### src/rtl/imm_extend_pipe.sv
// Pipelined immediate extract/extend slot with a 2-entry skid buffer (main + skid).
// Optional macro IMM_BR_SHIFT_EN: CB19/B26 results are shifted left by 2 (byte offsets).
module imm_extend_pipe #(
  parameter int DATA_W = 64,
  parameter int MODE_W = 3
) (
  input  logic              clk,
  input  logic              reset_n,
  input  logic              flush,
  input  logic              in_valid,
  output logic              in_ready,
  input  logic [31:0]       instr,
  input  logic [MODE_W-1:0] mode,
  output logic              out_valid,
  input  logic              out_ready,
  output logic [DATA_W-1:0] imm_out,
  output logic              imm_err
);

  // Handshake: a beat transfers on an edge where valid && ready; the producer
  // keeps data stable while valid is high and ready is low; ready does not
  // depend on valid (in_ready is a pure function of registered skid state).

  localparam logic [MODE_W-1:0] MODE_D9    = MODE_W'(0);
  localparam logic [MODE_W-1:0] MODE_I12   = MODE_W'(1);
  localparam logic [MODE_W-1:0] MODE_CB19  = MODE_W'(2);
  localparam logic [MODE_W-1:0] MODE_B26   = MODE_W'(3);
  localparam logic [MODE_W-1:0] MODE_MOV16 = MODE_W'(4);

  // ---------------------------------------------------------------------
  // Combinational extraction
  // ---------------------------------------------------------------------
  logic [DATA_W-1:0] d9_ext;
  logic [DATA_W-1:0] i12_ext;
  logic [DATA_W-1:0] cb19_sext;
  logic [DATA_W-1:0] b26_sext;
  logic [DATA_W-1:0] cb19_ext;
  logic [DATA_W-1:0] b26_ext;
  logic [63:0]       mov_wide;
  logic [DATA_W-1:0] mov_ext;
  logic              mov_bad;
  logic [DATA_W-1:0] new_imm;
  logic              new_err;
  logic              unused_instr_bits;

  assign unused_instr_bits = ^instr[31:26];

  assign d9_ext    = {{(DATA_W-9){instr[20]}}, instr[20:12]};
  assign i12_ext   = {{(DATA_W-12){1'b0}}, instr[21:10]};
  assign cb19_sext = {{(DATA_W-19){instr[23]}}, instr[23:5]};
  assign b26_sext  = {{(DATA_W-26){instr[25]}}, instr[25:0]};

`ifdef IMM_BR_SHIFT_EN
  assign cb19_ext = {cb19_sext[DATA_W-3:0], 2'b00};
  assign b26_ext  = {b26_sext[DATA_W-3:0], 2'b00};
`else
  assign cb19_ext = cb19_sext;
  assign b26_ext  = b26_sext;
`endif

  // MOV16 is built at 64 bits, then truncated; hw>=2 cannot fit a 32-bit result.
  assign mov_wide = {48'b0, instr[20:5]} << {instr[22:21], 4'b0000};
  assign mov_ext  = mov_wide[DATA_W-1:0];
  assign mov_bad  = (DATA_W == 32) && instr[22];

  always_comb begin
    new_imm = '0;
    new_err = 1'b0;
    case (mode)
      MODE_D9:    new_imm = d9_ext;
      MODE_I12:   new_imm = i12_ext;
      MODE_CB19:  new_imm = cb19_ext;
      MODE_B26:   new_imm = b26_ext;
      MODE_MOV16: begin
        if (mov_bad) begin
          new_err = 1'b1;
        end else begin
          new_imm = mov_ext;
        end
      end
      default:    new_err = 1'b1;
    endcase
  end

  // ---------------------------------------------------------------------
  // Main register + skid register
  // ---------------------------------------------------------------------
  logic              out_valid_q, out_valid_d;
  logic [DATA_W-1:0] imm_q, imm_d;
  logic              err_q, err_d;
  logic              skid_valid_q, skid_valid_d;
  logic [DATA_W-1:0] skid_imm_q, skid_imm_d;
  logic              skid_err_q, skid_err_d;
  logic              accept;
  logic              drain;

  assign in_ready  = ~skid_valid_q;
  assign accept    = in_valid & in_ready;
  assign drain     = out_valid_q & out_ready;
  assign out_valid = out_valid_q;
  assign imm_out   = imm_q;
  assign imm_err   = err_q;

  always_comb begin
    out_valid_d  = out_valid_q;
    imm_d        = imm_q;
    err_d        = err_q;
    skid_valid_d = skid_valid_q;
    skid_imm_d   = skid_imm_q;
    skid_err_d   = skid_err_q;
    if (flush) begin
      // Squash wins over any same-cycle accept or drain; data is left as-is.
      out_valid_d  = 1'b0;
      skid_valid_d = 1'b0;
    end else if (drain && skid_valid_q) begin
      imm_d        = skid_imm_q;
      err_d        = skid_err_q;
      skid_valid_d = 1'b0;
    end else if (accept && (!out_valid_q || drain)) begin
      out_valid_d  = 1'b1;
      imm_d        = new_imm;
      err_d        = new_err;
    end else if (accept) begin
      skid_valid_d = 1'b1;
      skid_imm_d   = new_imm;
      skid_err_d   = new_err;
    end else if (drain) begin
      out_valid_d  = 1'b0;
    end
  end

  always_ff @(posedge clk or negedge reset_n) begin
    if (!reset_n) begin
      out_valid_q  <= 1'b0;
      imm_q        <= '0;
      err_q        <= 1'b0;
      skid_valid_q <= 1'b0;
      skid_imm_q   <= '0;
      skid_err_q   <= 1'b0;
    end else begin
      out_valid_q  <= out_valid_d;
      imm_q        <= imm_d;
      err_q        <= err_d;
      skid_valid_q <= skid_valid_d;
      skid_imm_q   <= skid_imm_d;
      skid_err_q   <= skid_err_d;
    end
  end

endmodule

### config.mk
export PLATFORM = sky130hd
export DESIGN_NAME = imm_extend_pipe
export DESIGN_NICKNAME = d
export VERILOG_FILES = /design/src/rtl/imm_extend_pipe.sv
export SDC_FILE = /design/constraint.sdc
export NUM_CORES = 1
export LEC_CHECK = 0
export CAP_MARGIN = 20
export CORE_ASPECT_RATIO = 0.6
export CORE_MARGIN = 2
export CORE_UTILIZATION = 33
export CTS_CLUSTER_DIAMETER = 50
export DETAILED_ROUTE_END_ITERATION = 12
export HOLD_SLACK_MARGIN = 0.02
export SLEW_MARGIN = 20
export SYNTH_ARGS = -nofsm -noshare
export SYNTH_HDL_FRONTEND = slang
export SYNTH_SLANG_ARGS = --single-unit
export TNS_END_PERCENT = 1
### constraint.sdc
create_clock -name clk -period 4.8 [get_ports clk]
set_input_delay 1.2 -clock clk [delete_from_list [all_inputs] [get_ports clk]]
set_output_delay 1.2 -clock clk [all_outputs]
set_load 0.01 [all_outputs]
Word level (Yosys, flattened, before mapping)
Index checks and enable logic that the tools add are counted.
{ "totals": {"register_bits": 132, "in_bits": 40, "out_inout_bits": 67, "wordCells": 48} }
{ "op_classes": {"n_eq_ne": 7, "shifts": 1, "n_mux": 15, "n_bitwise": 6, "n_reduce_logical": 13} }
{ "ops": {"columns": ["cell", "count"], "rows": [
  ["$pmux 64 s5", 1],
  ["$mux 64", 2],
  ["$shl 16x6->64", 1],
  ["$mux 1", 12],
  ["$eq 3x2->1 const B", 2],
  ["$reduce_bool 3->1", 2],
  ["$reduce_or 5->1", 1],
  ["$not 1->1", 4],
  ["$reduce_and 2->1", 2],
  ["$reduce_and 4->1", 1],
  ["$eq 3x1->1 const B", 1],
  ["$eq 3x3->1 const B", 1],
  ["$logic_not 3->1", 1],
  ["$ne 3x2->1 const B", 1],
  ["$ne 3x3->1 const B", 1],
  ["$reduce_and 3->1", 1],
  ["$and 1x1->1", 2],
  ["$logic_and 1x1->1", 2],
  ["$ne 2x2->1 const B", 1],
  ["$reduce_bool 2->1", 1],
  ["$logic_not 1->1", 1],
  ["$logic_or 1x1->1", 1]
]} }

Depth between registers and ports, before layout
Gate-level depths: netlist of the first run.
{ "logic_depth": {"depth_word": 6, "depth_mapped": 7, "depth_no_buf": 4} }

Worst setup path before layout of the first run
No wires, ideal clock.
{ "synth_timing": {"path_kind": "input -> register", "startpoint": "input port mode[1]", "endpoint": "register skid_imm_q[47]", "setup_time_ns": 0.073, "t_arrival_ns": 2.402, "required_ns": 4.727, "slack_ns": 2.325, "path_stages": 7, "n_path_buf": 3, "cell_sequence": "or4b_1 -> buf_2 -> o21ai_4 -> buf_6 -> buf_6 -> a31oi_1 -> a21oi_2"} }
{ "synth_between": {"elab_chain_len": 2, "elab_cells_between_ends": 6, "cone_classes": "4 x eq/ne; 1 x mux; 1 x reduce/logical"} }
{ "synth_lines": {"columns": ["item", "line", "source"], "rows": [
  ["start: declaration", "13", "input logic [MODE_W-1:0] mode,"],
  ["$eq 3x3->1, or another cell as far along", "69", "case (mode)"],
  ["$pmux 64 s5 *", "69", null],
  ["end signal: assignment", "145", "skid_imm_q <= skid_imm_d;"],
  ["end: declaration", "92", "logic [DATA_W-1:0] skid_imm_q, skid_imm_d;"]
]} }
Mark *: on every way between the ends. The rest lies on a longest branch, timed or not.
A chain may end at the register's enable or synchronous reset.

Worst setup path after layout of the first run
{ "layout_timing": {"startpoint": "input port mode[0]", "endpoint": "register imm_q[12] (netlist: imm_out[12])"} }
{ "layout_between": {"elab_chain_len": 4, "elab_cells_between_ends": 8, "cone_classes": "4 x eq/ne; 3 x mux; 1 x reduce/logical"} }
{ "layout_lines": {"columns": ["item", "line", "source"], "rows": [
  ["$eq 3x3->1, or another cell as far along", "69", null],
  ["$pmux 64 s5 *", "69", null],
  ["$mux 64 *", "119", "end else if (accept && (!out_valid_q || drain)) begin"],
  ["$mux 64 *", "115", "end else if (drain && skid_valid_q) begin"],
  ["end signal: assignment", "142", "imm_q <= imm_d;"],
  ["end: declaration", "89", "logic [DATA_W-1:0] imm_q, imm_d;"]
]} }
Mark *: on every way between the ends. The rest lies on a longest branch, timed or not. The select of a mux whose other input is x is not followed.

==> out/summary.md, run 1 <==
The run finished with clean final reports. The register bit total from synthesis came out at 132. The fraction of the mapped netlist area in simple logic gates is 0.133, and the post-CTS setup-driven buffer insertion count is 0. In this run the tool buffered the top-level ports with 100 buffer cells. Worst relative slew slack: 0.261.

The maximum fanout along the worst path is 21. The share of cell area taken by muxes after synthesis was 0.0499; the starting utilization of the core area was 0.333. After detailed routing, the number of remaining DRC violations is 0. The total negative slack was 0 ns.

The path class of the lowest-slack min-delay path is flip-flop to flip-flop. In this run the cell area measured after placement is 8440 µm². The sequential-to-total area share from yosys stat was 0.454; the quantity of hold-fixing buffers added after cts was 0.

The number of antenna diodes in the final layout is 0. The final-report max-slew violation count was 0. The tools report the worst hold slack across all endpoints as 0.486 ns. Final critical-path share of the clock period: 0.732. The most used flip-flop cell after synthesis is sky130_fd_sc_hd__dfrtp_1.

The run gives 285 MHz as the highest clock rate. The run gives 16000 µm as the post-detailed-placement half-perimeter wirelength. For the number of iterations in the first detailed-routing pass, the log shows 5. The number of flops mapped to enable cells by yosys came out at 0. STA classifies the critical path endpoint as a flip-flop. The first global-routing pass estimated 38300 µm of wire. After synthesis, the largest family of logic cells by area is compound AO/OA/AOI/OAI gates. The post-synth net total was 844; the setup clock skew after layout was 0.00820 ns. The cell taking the most area after synthesis is sky130_fd_sc_hd__dfrtp_1. The area share of xor/xnor cells in the synthesized design came out at 0.

The share of Yosys cell area claimed by the top area cell type was 0.454. Synthesis produced 804 cells. Power spread over the standard cell area amounts to 412 nW/µm².

Across the VDD grid, the largest voltage drop is 245 µV. The routed design has 24800 µm of wire. The total number of yosys warnings is 0, and the fill cell total of the finished layout is 2168. The violation count after the first detailed-routing iteration was 693; the horizontal extent of the die was 196 µm. TritonCTS built the clock tree. The die covers 23300 µm². The tools report the largest buffer count on any clock path as 2.

All-layer global routing usage: 0.215. Each instance of the synthesized netlist takes up on average 9.05 µm². The adder and majority gate portion of the synthesized area is 0. Root buffer selected by CTS: sky130_fd_sc_hd__clkbuf_16. The clock-pin transition on the worst setup and hold timing paths was 0.06 ns. The class of the most critical setup path is primary input to flip-flop. The wire length per cell works out to 21.5 µm. The via count of the first global-routing pass was 6185; the final non-filler cell area was 9110 µm². The type of element launching the critical path was a primary input. The die is 119 µm tall. The count of pins on the block boundary is 107. The shortest period the worst path allows is 3.51 ns. The number of distinct library cell variants in the gate-level netlist after synthesis was 59; the initial antenna violation count was 0. The compound-gate portion of the synthesized area was 0.296. The analysis attributes to cell leakage a power of 3.53 nW.

Arrival time of the worst setup path: 3.81 ns. The logs give 21900 µm² for the placeable core area and 6654 for the total number of vias. Compared with the post-synthesis result, the final layout area differs by 25.3%. Entering global routing, the biggest net connects 88 pins. For the worst setup path, the data required time is 5.10 ns.

The logs give 0 for the max-cap check violation count and 7270 µm² for the netlist area before placement. Actual slew at the worst max-slew pin: 1.11 ns. For the net count reported at finish, the log shows 892. Counting every sink on the clock net gives 132. By area the synthesized netlist is led by sky130_fd_sc_hd__dfrtp_1 45%, sky130_fd_sc_hd__a31oi_1 5.9%, sky130_fd_sc_hd__a21oi_1 5.3%, sky130_fd_sc_hd__a311oi_1 4.7%, sky130_fd_sc_hd__nor2_1 4.2%.

The H-tree generated during clock tree synthesis spans 4 levels. The count of nets left with antenna violations after detail routing was 0; the proportion of layout cells with a drive suffix above 1 was 0.120. The tools report the number of buffers created by CTS as 17.

For this run the aggregate overflow at the end of global routing stands at 0. Setup repair after global routing left no endpoint under its margin. The clock latency of the later-clocked register in the worst-skew pair came out at 0.42 ns.

At the end of routability-driven placement, the weighted congestion stood at 0.831. The final-report setup violation count is 0, and the cell row count is 42. Final-report hold violation count: 0.

The async set or reset register ratio after synthesis came out at 1.00. The number of gates resized after CTS was 0. Using the TritonRoute via totals, the vias-per-cell ratio works out to 5.78.
final cells by class:
type,count,area [µm²],area share
Inverter,4,15.0,0.00165
Tap cell,286,358,0.0393
Clock inverter,11,174,0.0191
Sequential cell,132,3300,0.362
Clock buffer,21,480,0.0527
Multi-Input combinational cell,568,3510,0.385
Timing Repair Buffer,129,1280,0.140
logic make-up (layout without fill, tap and decap cells):
family                 Yosys count  in the layout
AOI/OAI and AO/OA              335            335
DFF                            132            132
buffers and inverters          104            165
and+or+nand+nor                198            198
muxes                           35             35
synth_stat cells, types with 8 or more instances:
cell type	number
sky130_fd_sc_hd__dfrtp_1	132
sky130_fd_sc_hd__nor2_1	81
sky130_fd_sc_hd__a21oi_1	77
sky130_fd_sc_hd__a31oi_1	69
sky130_fd_sc_hd__clkbuf_1	57
sky130_fd_sc_hd__nand2_1	54
sky130_fd_sc_hd__o21ai_0	48
sky130_fd_sc_hd__a311oi_1	39
sky130_fd_sc_hd__o21ai_1	30
sky130_fd_sc_hd__buf_2	29
sky130_fd_sc_hd__mux2i_1	25
sky130_fd_sc_hd__a21oi_2	17
sky130_fd_sc_hd__o31ai_1	11
sky130_fd_sc_hd__mux2_2	10
sky130_fd_sc_hd__o22ai_1	9
sky130_fd_sc_hd__nand4_1	8
worst paths after layout:
| kind | depth (start not counted) | startpoint | endpoint | slack [ns] |
|---|---|---|---|---|
| max | 5 | mode[0] | imm_out[12] | 1.29 |
| min | 2 | imm_out[50] | imm_out[50] | 0.49 |
| max reg2reg | 4 | skid_valid_q | imm_out[0] | 2.12 |
| min reg2reg | 2 | imm_out[50] | imm_out[50] | 0.49 |
| max in group asynchronous | 2 | reset_n | imm_out[40] | 3.03 |
| min in group asynchronous | 1 | reset_n | imm_out[34] | 0.84 |
state kept, by name, summed over array words and instances, names as in the netlist:
register and count:
skid_err_q 1, out_valid 1, imm_err 1, skid_imm_q 64
skid_valid_q 1, imm_out 64
worst max-delay path, cell delays in order:
cell and delay (ns):
sky130_fd_sc_hd__clkdlybuf4s50_1 1.01, sky130_fd_sc_hd__mux2_2 0.41, sky130_fd_sc_hd__a221oi_1 0.76, sky130_fd_sc_hd__nor2_1 0.11
sky130_fd_sc_hd__o32a_1 0.31
per-stage QoR:
stage                     total power (W)  instances  worst slack (ns)  utilization
after floorplan                   0.00193        804              2.32            -
after global placement            0.00229       1118             0.979        0.386
after detailed placement          0.00230       1118             0.950        0.386
after CTS                         0.00376       1150              1.38        0.416
after global routing              0.00393       1151              1.18        0.417
final                             0.00375       1151              1.29        0.417
metal layers:
metal,vias up,wire (µm),track usage
met3,20,1780,0.0382
met1,3264,12600,0.350
met2,274,10100,0.288
met5,-,0,0
met4,0,274,0.0459
li1,3096,-,-
placed cells by master, fill, tap and decap left out, types with 24 or more instances in the layout:
cell type                         instances
sky130_fd_sc_hd__dfrtp_1                132
sky130_fd_sc_hd__clkdlybuf4s50_1         98
sky130_fd_sc_hd__nor2_1                  80
sky130_fd_sc_hd__a21oi_1                 77
sky130_fd_sc_hd__a31oi_1                 69
sky130_fd_sc_hd__nand2_1                 54
sky130_fd_sc_hd__o21ai_0                 48
sky130_fd_sc_hd__a311oi_1                39
sky130_fd_sc_hd__o21ai_1                 30
sky130_fd_sc_hd__mux2i_1                 25
sky130_fd_sc_hd__buf_4                   24
power by group:
part / switching, W / internal, W
Sequential: 0.000142 / 0.00135
Combinational: 0.000429 / 0.000380
Clock: 0.000526 / 0.000927
No activity file was read; power rests on OpenSTA's default activity.
==> run 2, diff against run 1 <==
==> constraint.sdc (replaced) <==
create_clock -name clk -period 3.55 [get_ports clk]
set_input_delay 0.8875 -clock clk [delete_from_list [all_inputs] [get_ports clk]]
set_output_delay 0.8875 -clock clk [all_outputs]
set_load 0.01 [all_outputs]
==> out/summary.md, run 2 (synthesized netlist as in run 1, its figures left out) <==
The run gives 0 (unchanged) as the final-report setup violation count. The overall power of the completed layout is 0.00490 W (+31%), and the proportion of layout cells with a drive suffix above 1 is 0.137 (+0.0170). The tools report the all-layer global routing usage as 0.219 (+0.00437).

The highest metal layer carrying signal wires in the routed design is met4. The quantity of hold-fixing buffers added after cts was 0 (unchanged). The part of the total power dissipated in sequential elements is 0.411 (+0.014). For the internal power contribution, the log shows 0.00341 W (+29%).

The root buffer cell chosen for the clock tree is sky130_fd_sc_hd__clkbuf_16. The highest clock rate came out at 352 MHz. The leakage power summed over all cells came out at 3.59 nW (+1.7%). The worst relative slew slack is 0.351 (+0.0898). The power share of the clock group was 0.362 (-0.025). For the final global-route overflow total, the log shows 0 (unchanged). Setup repair after global routing left no endpoint under its margin. The largest individual stage delay along the critical path comes from the cell sky130_fd_sc_hd__or4b_1.

The count of cells along the worst hold path works out to 1 (-1). The wire length per cell was 21.5 µm (-0.19%). The startpoint identified for the worst register-to-register timing path is skid_valid_q. Destination of the critical timing path: imm_out[60]. The die outline height was 119 µm (unchanged). The horizontal extent of the die is 196 µm (unchanged), and the final critical-path share of the clock period is 0.799. In this run the worst hold path is classified as flip-flop to flip-flop.

The level count of the clock H-tree is 4 (unchanged). The count of cells along the worst register-to-register path is 5 (+1). The post-detailed-placement half-perimeter wirelength was 16400 µm (+2.5%); the switching share of power was 0.303 (+0.0105). The logs give 0 (unchanged) for the final-report max-slew violation count and 0 (unchanged) for the count of nets left with antenna violations after detail routing. The tools report the length of routed met2 wiring as 10200 µm (about the same). The worst setup path startpoint is mode[2]. Leaving out fill and tap cells, the most frequent cells in the layout are 132 x sky130_fd_sc_hd__dfrtp_1, 98 x sky130_fd_sc_hd__clkdlybuf4s50_1, 80 x sky130_fd_sc_hd__nor2_1, 77 x sky130_fd_sc_hd__a21oi_1, 69 x sky130_fd_sc_hd__a31oi_1.

For the count of pins on the block boundary, the log shows 107 (unchanged). The tools report the register-to-register setup slack as 1.08 ns (-1.04 ns). The tools report the share of total power in combinational logic as 0.227 (+0.011).

The run gives 3.90 ns (-1.20 ns) as the required time of the worst setup path. The run gives 0 (unchanged) as the number of gates resized after cts. The signal on the critical path passes through clkdlybuf4s50_1, or4b_1, o21ai_4, buf_12, a311oi_1, o21ai_1. Maximum fanout along the worst path: 28 (+33%). The max-cap check violation count came out at 0 (unchanged).

The pin count of the biggest net entering global routing is 107 (+22%). The worst setup path is captured at a flip-flop. The area growth from synthesis to layout is 26.4%. Violation count after the first detailed-routing iteration: 822 (+19%). The via count of the first global-routing pass was 6338 (+2.5%). The starting utilization of the core area was 0.333 (unchanged).

The setup clock skew after layout was 0.0106 ns (+0.00235 ns); the power spent charging and discharging nets was 0.00149 W (+35%). The average vias per placed instance works out to 5.84 (+1.0%). The routed length on met3 was 2530 µm (+42%). The setup slack of the critical path after layout is 0.712 ns (-0.574 ns), and the cell row count is 42 (unchanged).

Placeable core area: 21900 µm² (unchanged). The total DRC errors in the routed layout came out at 0 (unchanged). The number of antenna repair diodes came out at 0 (unchanged).

The power density normalized to cell area was 533 nW/µm² (+29%); the worst slack at placement was 0.327 ns (-0.623 ns). The final routed wirelength across all metal layers is 25100 µm (+1.3%). The logs give 12200 µm (-3.1%) for the wire length on met1 and 132 (unchanged) for the clock sink count. The worst supply voltage drop on vdd is 397 µV (+62%). The type of element launching the critical path is a primary input. The largest stage delay on the critical path was 0.78 ns (-0.23 ns).

Endpoint of the worst register-to-register path: imm_out[22]. The library cell used most frequently in the layout, excluding fill and tap cells, is sky130_fd_sc_hd__dfrtp_1. The final-report hold violation count was 0 (unchanged). The clock-pin transition on the worst setup and hold timing paths was 0.06 ns (about the same); the die area was 23300 µm² (unchanged).

Post-CTS setup-driven buffer insertion count: 0 (unchanged). The logs give 0 (unchanged) for the initial antenna violation count and 0.43 ns (about the same) for the clock latency of the later-clocked register in the worst-skew pair. The count of buffers inserted at the top-level ports works out to 100 (unchanged). TritonCTS built the clock tree.

The final RePlAce weighted congestion came out at 0.853 (+2.6%). Arrival time of the worst setup path: 3.19 ns (-0.62 ns). The first-pass GRT wire length is 39000 µm (+1.6%), and the total negative slack is 0 ns (unchanged). The actual slew at the worst max-slew pin is 0.972 ns (-0.135 ns). The worst path in the final design needs a cycle of 2.84 ns, including I/O delays and setup. The total number of vias was 6822 (+2.5%).

For the number of buffers created by CTS, the log shows 17 (unchanged). The flow ran to the end, and the final reports show no timing, DRC or antenna violations. The critical path is of the primary input to flip-flop type. The run gives 2 (unchanged) as the largest buffer count on any clock path.

The net count reported at finish came out at 910 (+2.0%). The number of iterations in the first detailed-routing pass came out at 5 (unchanged).
## run 2: cell count changes in the layout (fill, tap and decap cells not counted), sizes merged
| cell | previous run | this run |
|---|---|---|
| clkbuf | 21 | 20 |
| clkinv | 4 | 5 |
| inv | 4 | 5 |
| clkinvlp | 3 | 4 |
| buf | 31 | 48 |
| bufinv | 4 | 2 |
## run 2: worst max-delay path: cells and delay by family
kind / cells / cell delay (ns)
buffers and inverters: 2 / 0.88
AND/OR/NAND/NOR: 1 / 0.78
AO/OA/AOI/OAI: 3 / 0.62
## run 2: area by class of cell
cell class              count  area, µm²
flip-flops and latches    132       3300
clock inverters            12        131
well taps                 286        358
repair buffers            147       1430
multi-input cells         568       3510
fillers                  2143      12700
inverters                   4       15.0
clock buffers              19        453
## run 2: metal layers
layer	GRT usage	vias to the layer above
met2	0.289	295
li1	-	3133
met1	0.345	3374
met4	0.0440	0
met5	0	-
met3	0.0677	20
## run 2: per-stage QoR
| stage | instance area [µm²] | util | instances | hold slack [ns] |
|---|---|---|---|---|
| floorplan | 7270 | - | 804 | 0.465 |
| global placement | 8610 | 0.394 | 1137 | 0.463 |
| detailed placement | 8610 | 0.394 | 1137 | 0.470 |
| CTS | 9190 | 0.420 | 1168 | 0.483 |
| global route | 9190 | 0.421 | 1168 | 0.504 |
| finish | 9190 | 0.421 | 1168 | 0.474 |
## run 2: power groups by stage
stage	logic (W)	clock network [W]	registers [W]
floorplan	0.000579	0	0.00203
global placement	0.00109	0	0.00202
detailed placement	0.00111	0	0.00203
CTS	0.00112	0.00180	0.00201
global route	0.00123	0.00187	0.00205
finish	0.00111	0.00177	0.00201
## run 2: worst min path at each step
stage | endpoint | slack [ns] | from
after floorplan | skid_imm_q[2] | 0.46 | skid_imm_q[2]
after global placement | imm_out[23] | 0.46 | imm_out[23]
after detailed placement | imm_out[23] | 0.47 | imm_out[23]
after CTS | imm_out[23] | 0.48 | imm_out[23]
after global routing | imm_out[23] | 0.50 | imm_out[23]
final | imm_out[23] | 0.47 | imm_out[23]
==> run 3, diff against run 2 <==
==> constraint.sdc (replaced) <==
create_clock -name clk -period 2.9 [get_ports clk]
set_input_delay 0.725 -clock clk [delete_from_list [all_inputs] [get_ports clk]]
set_output_delay 0.725 -clock clk [all_outputs]
set_load 0.01 [all_outputs]
==> out/summary.md, run 3 (synthesized netlist as in run 1, its figures left out) <==
The worst supply voltage drop on vdd is 440 µV (+11%), and the flip-flop and latch area is 3300 µm² (unchanged). Post-detailed-placement half-perimeter wirelength: 17500 µm (+6.7%). The uppermost signal routing layer after detailed routing is met4.

The type of element launching the critical path was a primary input. For the cell row count, the log shows 42 (unchanged). The run finished with clean final reports. Clock latency of the later-clocked register in the worst-skew pair: 0.43 ns (about the same).

Pin count of the biggest net entering global routing: 49 (-54%). For the initial antenna violation count, the log shows 0 (unchanged). The tools report the post-CTS setup-driven buffer insertion count as 0 (unchanged). The root buffer selected by CTS is sky130_fd_sc_hd__clkbuf_16. Clock sink count: 132 (unchanged). Leaving out fill and tap cells, the most frequent cell in the layout is sky130_fd_sc_hd__dfrtp_1. In this run the critical register-to-register path is captured at imm_out[6].

TritonCTS built the clock tree. The setup clock skew after layout is 0.0104 ns (-0.000172 ns). The die area was 23300 µm² (unchanged); the starting utilization of the core area was 0.333 (unchanged).

The largest buffer count on any clock path is 2 (unchanged), and the count of buffers inserted at the top-level ports is 100 (unchanged). The tools report the all-layer global routing usage as 0.220 (+0.00112). The run gives 2.87 ns (-0.32 ns) as the arrival time of the worst setup path. The logs give 0 (unchanged) for the number of gates resized after cts and 8870 µm² (+3.1%) for the standard cell area after detailed placement.

The multi-input logic area came out at 3510 µm² (unchanged). The first-pass GRT wire length was 38900 µm (-0.12%); the average vias per placed instance was 5.80 (-0.73%). The wire length on met1 is 12500 µm (+2.8%), and the count of pins on the block boundary is 107 (unchanged). The tools report the number of iterations in the first detailed-routing pass as 5 (unchanged). Walking the worst path, the cells encountered are clkdlybuf4s50_1, buf_4, nor4bb_1, a221oi_1, buf_4, nor2_1, o32a_1. Counting stages on the worst path, the most repeated cell is sky130_fd_sc_hd__buf_4. For the quantity of hold-fixing buffers added after cts, the log shows 0 (unchanged). The proportion of layout cells with a drive suffix above 1 is 0.166 (+0.0293), and the register-to-register setup slack is 0.74 ns (-0.34 ns). The tightest min-delay check is of the primary input to async pin type.

The power density normalized to cell area works out to 671 nW/µm² (+26%). For the number of buffers created by CTS, the log shows 17 (unchanged). Among all stages on the critical path, the largest delay is contributed by sky130_fd_sc_hd__clkdlybuf4s50_1.

The count of nets left with antenna violations after detail routing came out at 0 (unchanged). The logs give 6952 (+1.9%) for the total number of vias and 4 (unchanged) for the level count of the clock H-tree. For the required time of the worst setup path, the log shows 3.26 ns (-0.64 ns). STA classifies the critical path endpoint as a flip-flop. The highest clock rate came out at 400 MHz. The clock-pin transition on the worst setup and hold timing paths is 0.06 ns (about the same). The total negative slack is 0 ns (unchanged), and the routed length on met3 is 2510 µm (-0.83%). The final non-filler cell area was 9560 µm² (+3.9%). Relative to the synthesized area, the layout overhead comes to 31.4%. Setup repair after global routing left no endpoint under its margin. The leakage power summed over all cells was 3.80 nW (+5.7%); the die outline height was 119 µm (unchanged).

The final-report setup violation count was 0 (unchanged). The actual slew at the worst max-slew pin was 0.683 ns (-0.289 ns). Largest stage delay on the critical path: 0.71 ns (-0.07 ns). The worst setup path is of the primary input to flip-flop kind. Max-cap check violation count: 0 (unchanged).

The run gives 0 (unchanged) as the final-report max-slew violation count. The placeable core area was 21900 µm² (unchanged). The total DRC errors in the routed layout is 0 (unchanged), and the wire length per cell is 21.2 µm (-1.4%). The violation count after the first detailed-routing iteration was 757 (-7.9%); the maximum fanout along the worst path was 12 (-57%).

The final critical-path share of the clock period was 0.863. The run gives 0.545 (+0.194) as the worst relative slew slack. The length of routed met2 wiring came out at 10100 µm (-0.81%).

The final RePlAce weighted congestion is 0.900 (+5.5%), and the horizontal extent of the die is 196 µm (unchanged). Number of antenna repair diodes: 0 (unchanged). The count of cells along the worst register-to-register path was 5 (unchanged). The final routed wirelength across all metal layers is 25400 µm (+1.2%), and the final-report hold violation count is 0 (unchanged). The logs give 6334 (-0.063%) for the via count of the first global-routing pass and 0 (unchanged) for the final global-route overflow total. Launch point of the worst reg-to-reg path: out_valid. For the fill cell total of the finished layout, the log shows 2121 (-1.0%). The top cell types in the final layout, fill and taps aside, are 132 x sky130_fd_sc_hd__dfrtp_1, 98 x sky130_fd_sc_hd__clkdlybuf4s50_1, 80 x sky130_fd_sc_hd__nor2_1, 77 x sky130_fd_sc_hd__a21oi_1, 69 x sky130_fd_sc_hd__a31oi_1. The run gives 940 (+3.3%) as the net count reported at finish. After layout, the minimum clock period comes to 2.50 ns.
## run 3: cell types whose count changed in the layout (fill, tap and decap cells not counted), sizes merged
| cell | change |
|---|---|
| buf | +31 |
| bufinv | +4 |
| clkbuf | -2 |
| clkinv | -3 |
| clkinvlp | -2 |
| inv | +3 |
## run 3: layout make-up
cell class	count	share of cell area
clock inverter	14	0.0259
sequential	132	0.346
inverter	4	0.00157
clock buffer	18	0.0460
timing repair buffer	177	0.177
multi-input combinational	568	0.367
tap	286	0.0374
## run 3: critical path: cells and delay by family
| kind | cells | cell delay, ns |
|---|---|---|
| buffers and inverters | 3 | 1.15 |
| AO/OA/AOI/OAI | 2 | 0.40 |
| AND/OR/NAND/NOR | 2 | 0.58 |
## run 3: layer usage
layer / GRT usage / vias to the layer above
li1: - / 3200
met3: 0.0515 / 25
met2: 0.293 / 370
met5: 0 / -
met4: 0.0469 / 0
met1: 0.354 / 3357
## run 3: worst max-delay path by stage
stage          cells past startpoint  slack [ns]             end      start
6_report                           7        0.40     imm_out[13]    mode[2]
5_1_grt                            6        0.29     imm_out[61]    mode[2]
4_1_cts                            1        0.43       out_valid  out_valid
3_5_place_dp                       6        0.04     imm_out[12]    mode[2]
3_3_place_gp                       7       -0.03     imm_out[13]    mode[2]
2_1_floorplan                      7        0.90  skid_imm_q[47]    mode[1]
## run 3: stage by stage
step	setup WS [ns]	utilization	hold WS (ns)	instances	power [W]
after floorplan	0.900	-	0.429	804	0.00320
after global placement	-0.0292	0.406	0.463	1167	0.00385
after detailed placement	0.0353	0.406	0.473	1167	0.00387
after CTS	0.430	0.437	0.244	1199	0.00642
after global routing	0.293	0.437	0.270	1199	0.00670
final	0.397	0.437	0.234	1199	0.00641
## run 3: power by group
group          switching [W]  internal, W
registers           0.000232      0.00223
logic               0.000729     0.000673
clock network       0.000897      0.00165
